[src/rtl/int_ctrl_pkg.sv]
// Shared types and defaults for the interrupt controller.
package int_pkg;

    typedef enum logic [1:0] {
        IDLE,
        ENTER,
        ISR,
        RETURN
    } int_state_e;

    localparam logic [31:0] DEFAULT_VEC_BASE   = 32'h0000_0100;
    localparam logic [31:0] DEFAULT_VEC_STRIDE = 32'd4;

    // Width of an IRQ index; at least one bit even for a single line.
    function automatic int unsigned cause_w(input int unsigned n);
        return (n <= 1) ? 1 : $clog2(n);
    endfunction

endpackage

[src/rtl/int_ctrl_if.sv]
// Bundle of request/handshake signals between the pipeline and int_ctrl.
// slave = the controller, master = the pipeline side driving requests.
interface int_ctrl_if
    import int_pkg::*;
#(
    parameter int unsigned NUM_IRQ = 8
);
    localparam int unsigned CW = cause_w(NUM_IRQ);

    logic [NUM_IRQ-1:0] irq_in;
    logic [NUM_IRQ-1:0] irq_mask;
    logic               global_ie;
    logic [31:0]        pc_if;
    logic               flush_in;
    logic               ret_valid;
    logic               INT_Detect;
    logic               INT_Return;
    logic               pc_redirect_valid;
    logic [31:0]        pc_redirect;
    logic [31:0]        epc;
    logic [CW-1:0]      int_cause;
    logic               in_isr;
    logic [NUM_IRQ-1:0] irq_ack;

    modport slave (
        input  irq_in, irq_mask, global_ie, pc_if, flush_in, ret_valid,
        output INT_Detect, INT_Return, pc_redirect_valid, pc_redirect,
               epc, int_cause, in_isr, irq_ack
    );

    modport master (
        output irq_in, irq_mask, global_ie, pc_if, flush_in, ret_valid,
        input  INT_Detect, INT_Return, pc_redirect_valid, pc_redirect,
               epc, int_cause, in_isr, irq_ack
    );

endinterface

[src/rtl/int_ctrl_prio_enc.sv]
// Lowest-index-first priority encoder.
module int_prio_enc
    import int_pkg::*;
#(
    parameter int unsigned N  = 8,
    parameter int unsigned IW = cause_w(N)
) (
    input  logic [N-1:0]  i_req,
    output logic          o_valid,
    output logic [IW-1:0] o_idx
);

    logic w_found;

    // Scan upward; the first set bit seen is the winner.
    always_comb begin
        w_found = 1'b0;
        o_idx   = '0;
        for (int unsigned i = 0; i < N; i++) begin
            if (i_req[i] && !w_found) begin
                w_found = 1'b1;
                o_idx   = IW'(i);
            end
        end
        o_valid = w_found;
    end

endmodule

[src/rtl/int_ctrl.sv]
// Interrupt controller: latches IRQ edges, drives the INT_Detect/INT_Return
// handshake to the stage registers and redirects fetch to/from the handler.
module int_ctrl
    import int_pkg::*;
#(
    parameter int unsigned NUM_IRQ    = 8,
    parameter logic [31:0] VEC_BASE   = DEFAULT_VEC_BASE,
    parameter logic [31:0] VEC_STRIDE = DEFAULT_VEC_STRIDE
) (
    input  logic       Clk,
    input  logic       Rst,
    int_ctrl_if.slave  bus
);

    localparam int unsigned CW = cause_w(NUM_IRQ);

    int_state_e         r_state;
    int_state_e         w_state_nxt;
    logic [NUM_IRQ-1:0] r_pending;
    logic [NUM_IRQ-1:0] r_irq_prev;
    logic [NUM_IRQ-1:0] r_ack;
    logic [CW-1:0]      r_cause;
    logic [31:0]        r_epc;
    logic [31:0]        r_redirect;
    logic               r_redirect_valid;

    logic [NUM_IRQ-1:0] w_edge;
    logic [NUM_IRQ-1:0] w_cause_onehot;
    logic [NUM_IRQ-1:0] w_pend_clr;
    logic               w_win_valid;
    logic [CW-1:0]      w_win_idx;
    logic               w_enter;
    logic               w_int_detect;
    logic               w_int_return;
    logic [31:0]        w_vec_addr;

    assign w_edge         = bus.irq_in & ~r_irq_prev;
    assign w_cause_onehot = NUM_IRQ'(1) << r_cause;
    assign w_pend_clr     = w_int_detect ? w_cause_onehot : '0;
    assign w_vec_addr     = VEC_BASE + 32'(r_cause) * VEC_STRIDE;

    int_prio_enc #(
        .N  (NUM_IRQ),
        .IW (CW)
    ) u_prio (
        .i_req   (r_pending & bus.irq_mask),
        .o_valid (w_win_valid),
        .o_idx   (w_win_idx)
    );

    // Next-state and combinational handshake outputs; flush suppresses both pulses.
    always_comb begin
        w_state_nxt  = r_state;
        w_enter      = 1'b0;
        w_int_detect = 1'b0;
        w_int_return = 1'b0;
        case (r_state)
            IDLE: begin
                if (bus.global_ie && w_win_valid) begin
                    w_enter     = 1'b1;
                    w_state_nxt = ENTER;
                end
            end
            ENTER: begin
                w_int_detect = ~bus.flush_in;
                if (w_int_detect) w_state_nxt = ISR;
            end
            ISR: begin
                if (bus.ret_valid && !bus.flush_in) w_state_nxt = RETURN;
            end
            RETURN: begin
                w_int_return = ~bus.flush_in;
                if (w_int_return) w_state_nxt = IDLE;
            end
            default: w_state_nxt = IDLE;
        endcase
    end

    // State register.
    always_ff @(posedge Clk or posedge Rst) begin
        if (Rst) r_state <= IDLE;
        else     r_state <= w_state_nxt;
    end

    // Edge capture; a new edge on the line being acknowledged keeps it pending.
    always_ff @(posedge Clk or posedge Rst) begin
        if (Rst) begin
            r_irq_prev <= '0;
            r_pending  <= '0;
        end else begin
            r_irq_prev <= bus.irq_in;
            r_pending  <= (r_pending & ~w_pend_clr) | w_edge;
        end
    end

    // Cause is frozen on IDLE->ENTER so later mask/enable changes cannot alter it.
    always_ff @(posedge Clk or posedge Rst) begin
        if (Rst)          r_cause <= '0;
        else if (w_enter) r_cause <= w_win_idx;
    end

    // Resume PC, acknowledge pulse and fetch redirect pulse.
    always_ff @(posedge Clk or posedge Rst) begin
        if (Rst) begin
            r_epc            <= '0;
            r_ack            <= '0;
            r_redirect       <= '0;
            r_redirect_valid <= 1'b0;
        end else begin
            r_ack            <= '0;
            r_redirect_valid <= 1'b0;
            if (w_int_detect) begin
                r_epc            <= bus.pc_if;
                r_ack            <= w_cause_onehot;
                r_redirect       <= w_vec_addr;
                r_redirect_valid <= 1'b1;
            end else if (w_int_return) begin
                r_redirect       <= r_epc;
                r_redirect_valid <= 1'b1;
            end
        end
    end

    assign bus.INT_Detect        = w_int_detect;
    assign bus.INT_Return        = w_int_return;
    assign bus.pc_redirect_valid = r_redirect_valid;
    assign bus.pc_redirect       = r_redirect;
    assign bus.epc               = r_epc;
    assign bus.int_cause         = r_cause;
    assign bus.in_isr            = (r_state == ISR) || (r_state == RETURN);
    assign bus.irq_ack           = r_ack;

endmodule

[src/flat_wrapper.sv]
// flat-port wrapper written by rule: the top's interface ports become plain ports
module int_ctrl_flat import int_pkg::*;
#(
    parameter int unsigned NUM_IRQ    = 8,
    parameter logic [31:0] VEC_BASE   = DEFAULT_VEC_BASE,
    parameter logic [31:0] VEC_STRIDE = DEFAULT_VEC_STRIDE
)
  (Clk, Rst, bus_irq_in, bus_irq_mask, bus_global_ie, bus_pc_if, bus_flush_in, bus_ret_valid, bus_INT_Detect, bus_INT_Return, bus_pc_redirect_valid, bus_pc_redirect, bus_epc, bus_int_cause, bus_in_isr, bus_irq_ack);
  int_ctrl_if #(.NUM_IRQ(NUM_IRQ)) bus_i ();
  input  logic Clk;
  input  logic Rst;
  input wire logic [$bits(bus_i.irq_in)-1:0] bus_irq_in;
  input wire logic [$bits(bus_i.irq_mask)-1:0] bus_irq_mask;
  input wire logic [$bits(bus_i.global_ie)-1:0] bus_global_ie;
  input wire logic [$bits(bus_i.pc_if)-1:0] bus_pc_if;
  input wire logic [$bits(bus_i.flush_in)-1:0] bus_flush_in;
  input wire logic [$bits(bus_i.ret_valid)-1:0] bus_ret_valid;
  output wire logic [$bits(bus_i.INT_Detect)-1:0] bus_INT_Detect;
  output wire logic [$bits(bus_i.INT_Return)-1:0] bus_INT_Return;
  output wire logic [$bits(bus_i.pc_redirect_valid)-1:0] bus_pc_redirect_valid;
  output wire logic [$bits(bus_i.pc_redirect)-1:0] bus_pc_redirect;
  output wire logic [$bits(bus_i.epc)-1:0] bus_epc;
  output wire logic [$bits(bus_i.int_cause)-1:0] bus_int_cause;
  output wire logic [$bits(bus_i.in_isr)-1:0] bus_in_isr;
  output wire logic [$bits(bus_i.irq_ack)-1:0] bus_irq_ack;
  assign bus_i.irq_in = bus_irq_in;
  assign bus_i.irq_mask = bus_irq_mask;
  assign bus_i.global_ie = bus_global_ie;
  assign bus_i.pc_if = bus_pc_if;
  assign bus_i.flush_in = bus_flush_in;
  assign bus_i.ret_valid = bus_ret_valid;
  assign bus_INT_Detect = bus_i.INT_Detect;
  assign bus_INT_Return = bus_i.INT_Return;
  assign bus_pc_redirect_valid = bus_i.pc_redirect_valid;
  assign bus_pc_redirect = bus_i.pc_redirect;
  assign bus_epc = bus_i.epc;
  assign bus_int_cause = bus_i.int_cause;
  assign bus_in_isr = bus_i.in_isr;
  assign bus_irq_ack = bus_i.irq_ack;
  int_ctrl #(.NUM_IRQ(NUM_IRQ), .VEC_BASE(VEC_BASE), .VEC_STRIDE(VEC_STRIDE)) u_core (.Clk(Clk), .Rst(Rst), .bus(bus_i));
endmodule
[config.mk]
export PLATFORM = sky130hd
export DESIGN_NAME = int_ctrl_flat
export DESIGN_NICKNAME = d
export VERILOG_FILES = /design/src/rtl/int_ctrl_pkg.sv /design/src/rtl/int_ctrl_if.sv /design/src/rtl/int_ctrl_prio_enc.sv /design/src/rtl/int_ctrl.sv /design/src/flat_wrapper.sv
export SDC_FILE = /design/constraint.sdc
export NUM_CORES = 1
export LEC_CHECK = 0
export ABC_AREA = 0
export CORE_ASPECT_RATIO = 1.5
export CORE_MARGIN = 2
export CORE_UTILIZATION = 45
export CTS_CLUSTER_DIAMETER = 150
export CTS_CLUSTER_SIZE = 24
export DETAILED_ROUTE_END_ITERATION = 6
export PLACE_DENSITY = 0.83
export SYNTH_ARGS = -nofsm -noshare
export SYNTH_HDL_FRONTEND = slang
export SYNTH_HIERARCHICAL = 1
export SYNTH_SLANG_ARGS = --single-unit
export TNS_END_PERCENT = 50
[constraint.sdc]
create_clock -name Clk -period 8.67 [get_ports Clk]
set_input_delay 1.734 -clock Clk [delete_from_list [all_inputs] [get_ports Clk]]
set_output_delay 1.734 -clock Clk [all_outputs]
set_load 0.005 [all_outputs]
======== Yosys cells after proc, flatten, opt, wreduce, memory -nomap -nowiden ========
Cells that the tools add are included.
word-level totals
  register bits ........................... 94
  input port bits ......................... 53
  word-level logic and storage cells ...... 74
cells by class
  add/subtract/negate cells ............... 1
  equality and inequality tests ........... 7
  shift-type cells ........................ 1
  multiplexer cells ....................... 29
  bitwise logic cells ..................... 7
  reductions and logical operators ........ 21
operators with widths
  kind                    count
  $mux W32                2
  $and A8 B8 Y8           3
  $mux W3                 6
  $not A8 Y8              2
  $mux W1                 15
  $add A9 B5 Y10 const A  1
  $logic_and A1 B1 Y1     9
  $logic_not A1 Y1        8
  $mux W2                 4
  $mux W8                 1
  $or A8 B8 Y8            1
  $pmux W2 S4             1
  $shl A1 B3 Y8 const A   1
  $eq A2 B2 Y1 const B    2
  $ne A2 B1 Y1 const B    2
  $ne A2 B2 Y1 const B    2
  $reduce_and A4 Y1       1
  $eq A2 B1 Y1 const B    1
  $logic_not A2 Y1        1
  $reduce_bool A2 Y1      1
  $logic_or A1 B1 Y1      1
  $not A1 Y1              1

======== Longest topological paths before layout ========
Gate-level depths: netlist of run 1.
  depth after elaboration ................. 26
  gate-level depth with buffers ........... 8
  gate-level depth less buffers ........... 6

======== By module ========
Netlist of run 1, hierarchy kept.
modules (own cells, without submodules)
  module        times used  cells each  area each (µm²)  sequential area each (µm²)
  int_ctrl      1           338         3542.1           2352.3
  int_prio_enc  1           14          82.6             0.0

======== Worst setup path after synthesis of run 1 ========
No wires, ideal clock.
  path kind ............................... input to output
  from .................................... input bus_flush_in
  to ...................................... output bus_INT_Detect
  arrival ................................. 2.264 ns
  setup slack ............................. 4.672 ns
  cell stages on the path ................. 4
  cell sequence ........................... nand2b_1 -> buf_6 -> inv_2 -> buf_4
on the way
  cells in the longest elaborated chain, start to end .. 2
RTL lines
  element             line                RTL
  start: declaration  flat_wrapper.sv:16  input wire logic [$bits(bus_i.flush_in)-1:0] bus_flush_in;
  $not A1 Y1          int_ctrl.sv:65      w_int_detect = ~bus.flush_in;
  $mux W1             int_ctrl.sv:57      case (r_state)
  end: declaration    flat_wrapper.sv:18  output wire logic [$bits(bus_i.INT_Detect)-1:0] bus_INT_Detect;
Every way passes these cells.

======== Worst setup path in the final report of run 1 ========
Same ends and word-level chain as after synthesis.

==> results.toml, run 1 <==
[synthesis]
synth_area_leader_cell = "dfrtp_1"
synth_top_family_by_area = "simple AND/OR/NAND/NOR gates"
ys_seq_elements = 94
synth_top_flop_cell = "dfrtp_1"
ys_types = 31
synth_compound_area_frac = 0.0794
synth_area_leaders = "dfrtp_1 (65%), nand2_1 (14%), o21ai_1 (3.9%)"
synth_fa_ha_area_frac = 0.0138
synth.most_common_cell = "nand2_1"
synth_edf_count = 0
ys_top_cells_by_count = "nand2_1 (131), dfrtp_1 (94), o21ai_1 (28), inv_1 (18), buf_4 (9)"
synth.mux.area_fraction = 0.0124
synth_nets = 409
synth_area_mm2 = 0.00362
yosys.area_share.simple = 0.198
synth-xor-area-share = 0
ys_warn_count = 6
synth_cells = 352
synth.avg_cell_area_um2 = 10.3
synth_top_area_frac = 0.649
seq_area_frac_synth = 0.649
synthArstFlopShare = 1.00

[route]
firstDrtPassIters = 4
drc = 0
vias = 2857
post_drt_wl_per_cell_um = 14.4
drtIter0Drc = 184
vias_per_cell = 4.83
routed_wl_um = 8540
ant_nets = 0

[timing]
hold_viol = 0
worst_slew_pin_slew_ns = 1.11
fmax_mhz = 170
final-setup-viol-count = 0
finalCritPeriodShare = 0.680
drv_slew = 0
slew_headroom = 0.261
rsz0062_at_grt = "no"
min_period_ns = 5.90
finClkSkew_ns = 0.00536
tns_ns = 0

[worst_setup_path]
start_kind = "primary input"
max_stage_delay_ns = 0.69
critPathBufInv = 3
cp.required_ns = 6.94
worstSetupPathType = "in2out"
cp_slowest_cell = "inv_2"
cp.arrival_ns = 4.17
cp-end-kind = "output port"
crit_chain = "clkdlybuf4s50_1, nand2b_2, inv_2, clkdlybuf4s50_1"
crit_fanout = 37
crit_family = "buffers and inverters"
cpMostUsedCell = "clkdlybuf4s50_1"

[placed_design]
gp_congestion = 0.872
dpl.hpwl_um = 6250
port_buffers = 131

[die]
start_util = 0.458
dieArea_mm2 = 0.00880
fp.coreArea_mm2 = 0.00791
ios = 132
die_y_um = 114
die_w_um = 77.3
rows = 40

[clock_tree]
clockRootBuffer = "clkbuf_16"
clock_tree.buffer_depth = 2
hold_buffers = 0
cts_tree = "built"
cts_setup_buffers = 0
clk_latency_ns = 0.33
cts_made_buffers = 9
clkSinkCount = 94
h-tree-depth = 3
cts_repair_resize_count = 0
clk_pin_slew_worst_paths_ns = 0.06

[power_and_ir_drop]
irDropWorstVdd_v = 0.000185
power_density_mw_per_mm2 = 332
p_leak_nw = 2.45

[cells_and_area]
n_antenna_cell = 0
postLayoutCoreUtil = 0.666
final_net_count = 538
drive_above_1_share = 0.0658
syn2layout_area_growth_pct = 45.2

[global_routing]
antenna_found_initial = 0
grt_max_degree = 95
grt_pass1_wl_um = 13600
grt_usage = 0.200
grt_pass1_vias = 2906
overflow = 0

[flow_run]
maxCapViolCount = 0

[outcome]
outcome = "finished, final reports clean"

[min_path]
hold_path_class = "reg2reg"
-- cell type report --
class                      count  area, um2
fill                         646       2640
sequential                    94       2350
inverter                      20       77.6
multi-input combinational    225       1100
clock inverter                 5       33.8
clock buffer                  11        253
tap                          105        131
timing repair buffer         131       1310
-- flip-flops by register name, summed over array words and instances (netlist names) --
signal                        cells
u_core/bus.epc                   32
u_core/bus.irq_ack                8
u_core/r_state                    2
u_core/r_irq_prev                 8
u_core/r_pending                  8
u_core/bus.pc_redirect_valid      1
u_core/bus.int_cause              3
u_core/bus.pc_redirect           32
-- stage by stage --
stage                     area (um2)  std cells  power [W]  setup WS (ns)  hold slack [ns]
after floorplan                 3620        352   0.000988           4.49            0.400
after global placement          4980        575    0.00136           2.84            0.405
after detailed placement        4980        575    0.00140           2.75            0.422
after CTS                       5260        591    0.00177           2.76            0.431
after global routing            5260        591    0.00186           2.62            0.445
final                           5260        591    0.00175           2.77            0.424
-- cells by family after synthesis --
logic type                 Yosys count
and+or+nand+nor                    165
DFF                                 94
AOI/OAI and AO/OA                   52
buffers and inverters               33
muxes                                4
adders and majority gates            4
-- where the power goes --
group | switching [W] | internal, W | total [W]
clock | 0.000156 | 0.000209 | 0.000365
sequential | 0.000108 | 0.000606 | 0.000713
combinational | 0.000289 | 0.000381 | 0.000670
-- worst reg2reg max path, stage by stage, from the launching register on --
cell,delay [ns]
dfrtp_1,0.45
ha_1,0.26
nand2b_2,0.59
inv_2,0.50
o21ai_0,0.28
nand2_1,0.07
-- worst paths after layout --
| check | from | to | slack (ns) | depth (start not counted) |
|---|---|---|---|---|
| min reg2reg | u_core/r_irq_prev[6]$_DFF_PP0_ | u_core/r_pending[6]$_DFF_PP0_ | 0.42 | 1 |
| max reg2reg | u_core/r_state[0]$_DFFE_PP0P_ | u_core/bus.pc_redirect[8]$_DFFE_PP0P_ | 6.40 | 5 |
| max in group asynchronous | Rst | u_core/bus.epc[1]$_DFFE_PP0P_ | 5.92 | 2 |
| min | u_core/r_irq_prev[6]$_DFF_PP0_ | u_core/r_pending[6]$_DFF_PP0_ | 0.42 | 1 |
| min in group asynchronous | Rst | u_core/bus.irq_ack[4]$_DFF_PP0_ | 2.05 | 2 |
| max | bus_flush_in | bus_INT_Detect | 2.77 | 4 |
-- cells in the final DEF, fill, tap and decap left out, types with 3 or more instances in the layout --
cell type          n
clkdlybuf4s50_1  131
clkbuf_16          9
o21ai_1           28
a31oi_1            3
mux2_2             4
o22ai_1            5
dfrtp_1           94
nor2_1             8
nor3_2             4
and2_1             8
o21ai_0            8
ha_1               4
nand2_1          131
inv_1             17
nand2b_1           3
-- layer usage --
metal / track usage / vias up / wire length, um
li1: - / 1394 / -
met1: 0.225 / 1362 / 3220
met2: 0.351 / 86 / 4590
met3: 0.0578 / 15 / 490
met4: 0.0881 / 0 / 235
met5: 0 / - / 0
Power figures use the tool's default switching activity.
==> run 2: changes to the inputs <==
--- a/config.mk
+++ b/config.mk
@@ -8,11 +8,11 @@
 export ABC_AREA = 0
 export CORE_ASPECT_RATIO = 1.5
 export CORE_MARGIN = 2
-export CORE_UTILIZATION = 45
+export CORE_UTILIZATION = 44
 export CTS_CLUSTER_DIAMETER = 150
 export CTS_CLUSTER_SIZE = 24
 export DETAILED_ROUTE_END_ITERATION = 6
-export PLACE_DENSITY = 0.83
+export PLACE_DENSITY = 0.81
 export SYNTH_ARGS = -nofsm -noshare
 export SYNTH_HDL_FRONTEND = slang
 export SYNTH_HIERARCHICAL = 1
==> constraint.sdc (replaced) <==
create_clock -name Clk -period 5.6 [get_ports Clk]
set_input_delay 1.12 -clock Clk [delete_from_list [all_inputs] [get_ports Clk]]
set_output_delay 1.12 -clock Clk [all_outputs]
set_load 0.005 [all_outputs]
==> results.toml, run 2 (synthesized netlist as in run 1, its figures left out) <==
[clock_tree]
cts_made_buffers = 9
clk_latency_ns = 0.33
clkSinkCount = 94
h-tree-depth = 3
cts_tree = "built"
cts_repair_resize_count = 0
clockRootBuffer = "clkbuf_16"
clk_pin_slew_worst_paths_ns = 0.06
hold_buffers = 0
cts_setup_buffers = 0
clock_tree.buffer_depth = 2

[timing]
final-setup-viol-count = 0
fmax_mhz = 245
finClkSkew_ns = 0.00475
tns_ns = 0
drv_slew = 0
finalCritPeriodShare = 0.729
hold_viol = 0
min_period_ns = 4.08
worst_slew_pin_slew_ns = 1.07
slew_headroom = 0.288
rsz0062_at_grt = "no"

[route]
vias_per_cell = 4.90
post_drt_wl_per_cell_um = 15.0
drc = 0
ant_nets = 0
vias = 2902
routed_wl_um = 8870
drtIter0Drc = 141
firstDrtPassIters = 4

[die]
die_w_um = 78.1
ios = 132
rows = 40
dieArea_mm2 = 0.00900
fp.coreArea_mm2 = 0.00801
start_util = 0.453
die_y_um = 115

[worst_setup_path]
cp.arrival_ns = 2.96
worstSetupPathType = "in2out"
r2r_cells = 4
crit_family = "buffers and inverters"
cp.required_ns = 4.48
max_stage_delay_ns = 0.63
crit_chain = "clkdlybuf4s50_1, nand2b_2, inv_2, clkdlybuf4s50_1"
start_kind = "primary input"
crit_fanout = 36
critPathBufInv = 3
cp_slowest_cell = "clkdlybuf4s50_1"
cp-end-kind = "output port"
cpMostUsedCell = "clkdlybuf4s50_1"
cp.depth = 4

[global_routing]
antenna_found_initial = 0
grt_usage = 0.208
grt_pass1_vias = 2974
grt_pass1_wl_um = 14400
grt_max_degree = 59
overflow = 0

[cells_and_area]
n_antenna_cell = 0
drive_above_1_share = 0.0657
fill_cells = 653
final-instance-count-excl-fill = 592
final_net_count = 540
postLayoutCoreUtil = 0.664
layout_common_cells = "clkdlybuf4s50_1 (131), nand2_1 (131), dfrtp_1 (94), o21ai_1 (28), inv_1 (17)"
syn2layout_area_growth_pct = 46.6

[power_and_ir_drop]
seq_power_share = 0.392
p_leak_nw = 2.47
irDropWorstVdd_v = 0.000446
clkPwrFrac = 0.232
pwr-share-comb = 0.376
p_sw_w = 0.000858
power_density_mw_per_mm2 = 527
switching_share = 0.306
p_int_w = 0.00195

[placed_design]
gp_congestion = 0.784
dpl.hpwl_um = 6410
dpl.cell_count = 577
port_buffers = 131

[outcome]
outcome = "finished, final reports clean"

[flow_run]
maxCapViolCount = 0

[min_path]
hold_depth = 1
hold_path_class = "reg2reg"
## run 2: layer usage
metal  track usage  vias to the layer above  wire, um
met3        0.0369                       25       436
li1              -                     1394         -
met5             0                        -         0
met1         0.233                     1371      3380
met2         0.370                      112      4720
met4         0.123                        0       337
## run 2: final timing paths
kind / start / endpoint / slack [ns]
setup / recovery: bus_flush_in / bus_INT_Detect / 1.52
hold / removal: u_core/r_irq_prev[7]$_DFF_PP0_ / u_core/r_pending[7]$_DFF_PP0_ / 0.42
setup reg to reg: u_core/r_state[0]$_DFFE_PP0P_ / u_core/bus.pc_redirect[3]$_DFFE_PP0P_ / 3.47
hold reg to reg: u_core/r_irq_prev[7]$_DFF_PP0_ / u_core/r_pending[7]$_DFF_PP0_ / 0.42
max in group asynchronous: Rst / u_core/bus.epc[8]$_DFFE_PP0P_ / 3.27
min in group asynchronous: Rst / u_core/bus.epc[30]$_DFFE_PP0P_ / 1.22
## run 2: final cells by class
type | instances | area (um2) | area share
Sequential cell | 94 | 2350 | 0.443
Tap cell | 105 | 131 | 0.0247
Inverter | 20 | 76.3 | 0.0144
Timing Repair Buffer | 133 | 1330 | 0.250
Clock buffer | 12 | 256 | 0.0483
Multi-Input combinational cell | 225 | 1100 | 0.208
Clock inverter | 3 | 67.6 | 0.0127
## run 2: power groups by stage
stage                     combinational (W)  clock (W)  sequential, W
after floorplan                    0.000421          0        0.00111
after global placement              0.00102          0        0.00110
after detailed placement            0.00106          0        0.00112
after CTS                           0.00107   0.000662        0.00110
after global routing                0.00116   0.000696        0.00113
final                               0.00105   0.000650        0.00110
## run 2: through the flow
stage | hold WS [ns] | total power (W) | area, um2 | setup slack (ns)
global placement | 0.405 | 0.00212 | 4990 | 1.58
floorplan | 0.400 | 0.00153 | 3620 | 2.03
detailed placement | 0.423 | 0.00218 | 4990 | 1.50
CTS | 0.431 | 0.00283 | 5320 | 1.50
global route | 0.437 | 0.00299 | 5320 | 1.39
finish | 0.425 | 0.00280 | 5320 | 1.52
==> run 3: changes to the inputs <==
--- a/config.mk
+++ b/config.mk
@@ -8,11 +8,11 @@
 export ABC_AREA = 0
 export CORE_ASPECT_RATIO = 1.5
 export CORE_MARGIN = 2
-export CORE_UTILIZATION = 44
+export CORE_UTILIZATION = 40
 export CTS_CLUSTER_DIAMETER = 150
 export CTS_CLUSTER_SIZE = 24
 export DETAILED_ROUTE_END_ITERATION = 6
-export PLACE_DENSITY = 0.81
+export PLACE_DENSITY = 0.78
 export SYNTH_ARGS = -nofsm -noshare
 export SYNTH_HDL_FRONTEND = slang
 export SYNTH_HIERARCHICAL = 1
==> constraint.sdc (replaced) <==
create_clock -name Clk -period 3.5 [get_ports Clk]
set_input_delay 0.7 -clock Clk [delete_from_list [all_inputs] [get_ports Clk]]
set_output_delay 0.7 -clock Clk [all_outputs]
set_load 0.005 [all_outputs]
==> results.toml, run 3 (synthesized netlist as in run 1, its figures left out) <==
[cells_and_area]
drive_above_1_share = 0.0716
layout_common_cells = "clkdlybuf4s50_1 (131), nand2_1 (131), dfrtp_1 (94), o21ai_1 (28), inv_1 (17)"
syn2layout_area_growth_pct = 47.0
final_net_count = 541
final-instance-count-excl-fill = 599
n_antenna_cell = 0

[timing]
finalCritPeriodShare = 0.768
hold_ws_ns = 0.422
hold_viol = 0
worst_slew_pin_slew_ns = 1.14
tns_ns = 0
min_period_ns = 2.69
rsz0062_at_grt = "no"
finClkSkew_ns = 0.00505
fmax_mhz = 372
final-setup-viol-count = 0
worst_slack_ns = 0.811
slew_headroom = 0.241
drv_slew = 0

[min_path]
worstHoldStart = "u_core/r_irq_prev[7]$_DFF_PP0_"
hold_path_class = "reg2reg"
hold_depth = 1
whs_endpoint = "u_core/r_pending[7]$_DFF_PP0_"

[clock_tree]
cts_made_buffers = 9
clkSinkCount = 94
cts_setup_buffers = 0
clk_latency_ns = 0.34
hold_buffers = 0
cts_tree = "built"
clockRootBuffer = "clkbuf_16"
clk_pin_slew_worst_paths_ns = 0.06
cts_repair_resize_count = 0
clock_tree.buffer_depth = 2
h-tree-depth = 3

[global_routing]
antenna_found_initial = 0
overflow = 0
grt_pass1_vias = 2959
grt_usage = 0.190
grt_pass1_wl_um = 14000
grt_max_degree = 95

[worst_setup_path]
start_kind = "primary input"
cp_slowest_cell = "clkdlybuf4s50_1"
crit_family = "buffers and inverters"
cp.arrival_ns = 1.99
worstReg2RegStart = "u_core/r_pending[4]$_DFF_PP0_"
crit_chain = "clkdlybuf4s50_1, nand2b_2, inv_2, clkdlybuf4s50_1"
critPathBufInv = 3
cp-startpoint = "bus_flush_in"
cp-end-kind = "output port"
crit_fanout = 6
max_stage_delay_ns = 0.49
cp.required_ns = 2.80
cpMostUsedCell = "clkdlybuf4s50_1"
rrSetupSlack_ns = 1.74
worstSetupPathType = "in2out"
r2r_cells = 5
r2r_end = "u_core/bus.int_cause[0]$_DFFE_PP0P_"

[die]
rows = 42
start_util = 0.411
die_w_um = 81.7
die_y_um = 121
dieArea_mm2 = 0.00986
fp.coreArea_mm2 = 0.00883
ios = 132

[flow_run]
maxCapViolCount = 0

[power_and_ir_drop]
p_leak_nw = 2.47
irDropWorstVdd_v = 0.000399
clkPwrFrac = 0.230
seq_power_share = 0.392
pwr-share-comb = 0.378
p_sw_w = 0.00140
power_density_mw_per_mm2 = 841
switching_share = 0.312
p_int_w = 0.00309

[route]
routed_wl_um = 8840
firstDrtPassIters = 4
drc = 0
ant_nets = 0
vias = 2871
drtIter0Drc = 191
vias_per_cell = 4.79
post_drt_wl_per_cell_um = 14.8

[outcome]
outcome = "finished, final reports clean"

[placed_design]
pre_cts_ws_ns = 0.804
port_buffers = 131
dpl.cell_count = 583
dpl.hpwl_um = 6310
gp_congestion = 0.825
## run 3: cell types whose count changed in the layout (fill, tap and decap cells not counted)
cell | previous run | this run
clkinv_2 | 1 | 0
clkbuf_1 | 1 | 0
clkinv_4 | 0 | 1
inv_4 | 0 | 1
clkinvlp_4 | 1 | 4
buf_4 | 2 | 3
clkbuf_8 | 2 | 0
## run 3: power groups by stage
| stage | logic (W) | registers, W | clock network (W) |
|---|---|---|---|
| floorplan | 0.000673 | 0.00178 | 0 |
| global placement | 0.00166 | 0.00175 | 0 |
| detailed placement | 0.00171 | 0.00178 | 0 |
| CTS | 0.00172 | 0.00176 | 0.00106 |
| global route | 0.00188 | 0.00181 | 0.00111 |
| finish | 0.00169 | 0.00176 | 0.00103 |
## run 3: metal layers
layer,global-route usage,wire length [um],up-vias
li1,-,-,1398
met1,0.200,3220,1363
met2,0.336,4840,92
met3,0.0545,529,18
met4,0.0938,245,0
met5,0,0,-
## run 3: metrics by stage
stage	instance area (um2)	util	power, W
global route	5330	0.604	0.00480
CTS	5330	0.604	0.00455
global placement	5010	0.567	0.00341
finish	5330	0.604	0.00448
floorplan	3620	-	0.00245
detailed placement	5010	0.567	0.00350
## run 3: how the worst max path moves through the flow
| stage | cells past startpoint | endpoint |
|---|---|---|
| after global placement | 4 | bus_INT_Detect |
| final | 4 | bus_INT_Detect |
| after global routing | 4 | bus_INT_Detect |
| after CTS | 4 | bus_INT_Detect |
| after detailed placement | 4 | bus_INT_Detect |
| after floorplan | 1 | u_core/bus.epc[0]$_DFFE_PP0P_ |
## run 3: area by class of cell
type | instances | area (um2)
Timing Repair Buffer | 134 | 1330
Clock buffer | 9 | 225
Sequential cell | 94 | 2350
Fill cell | 761 | 3500
Multi-Input combinational cell | 225 | 1100
Inverter | 20 | 77.6
Tap cell | 110 | 138
Clock inverter | 7 | 98.8
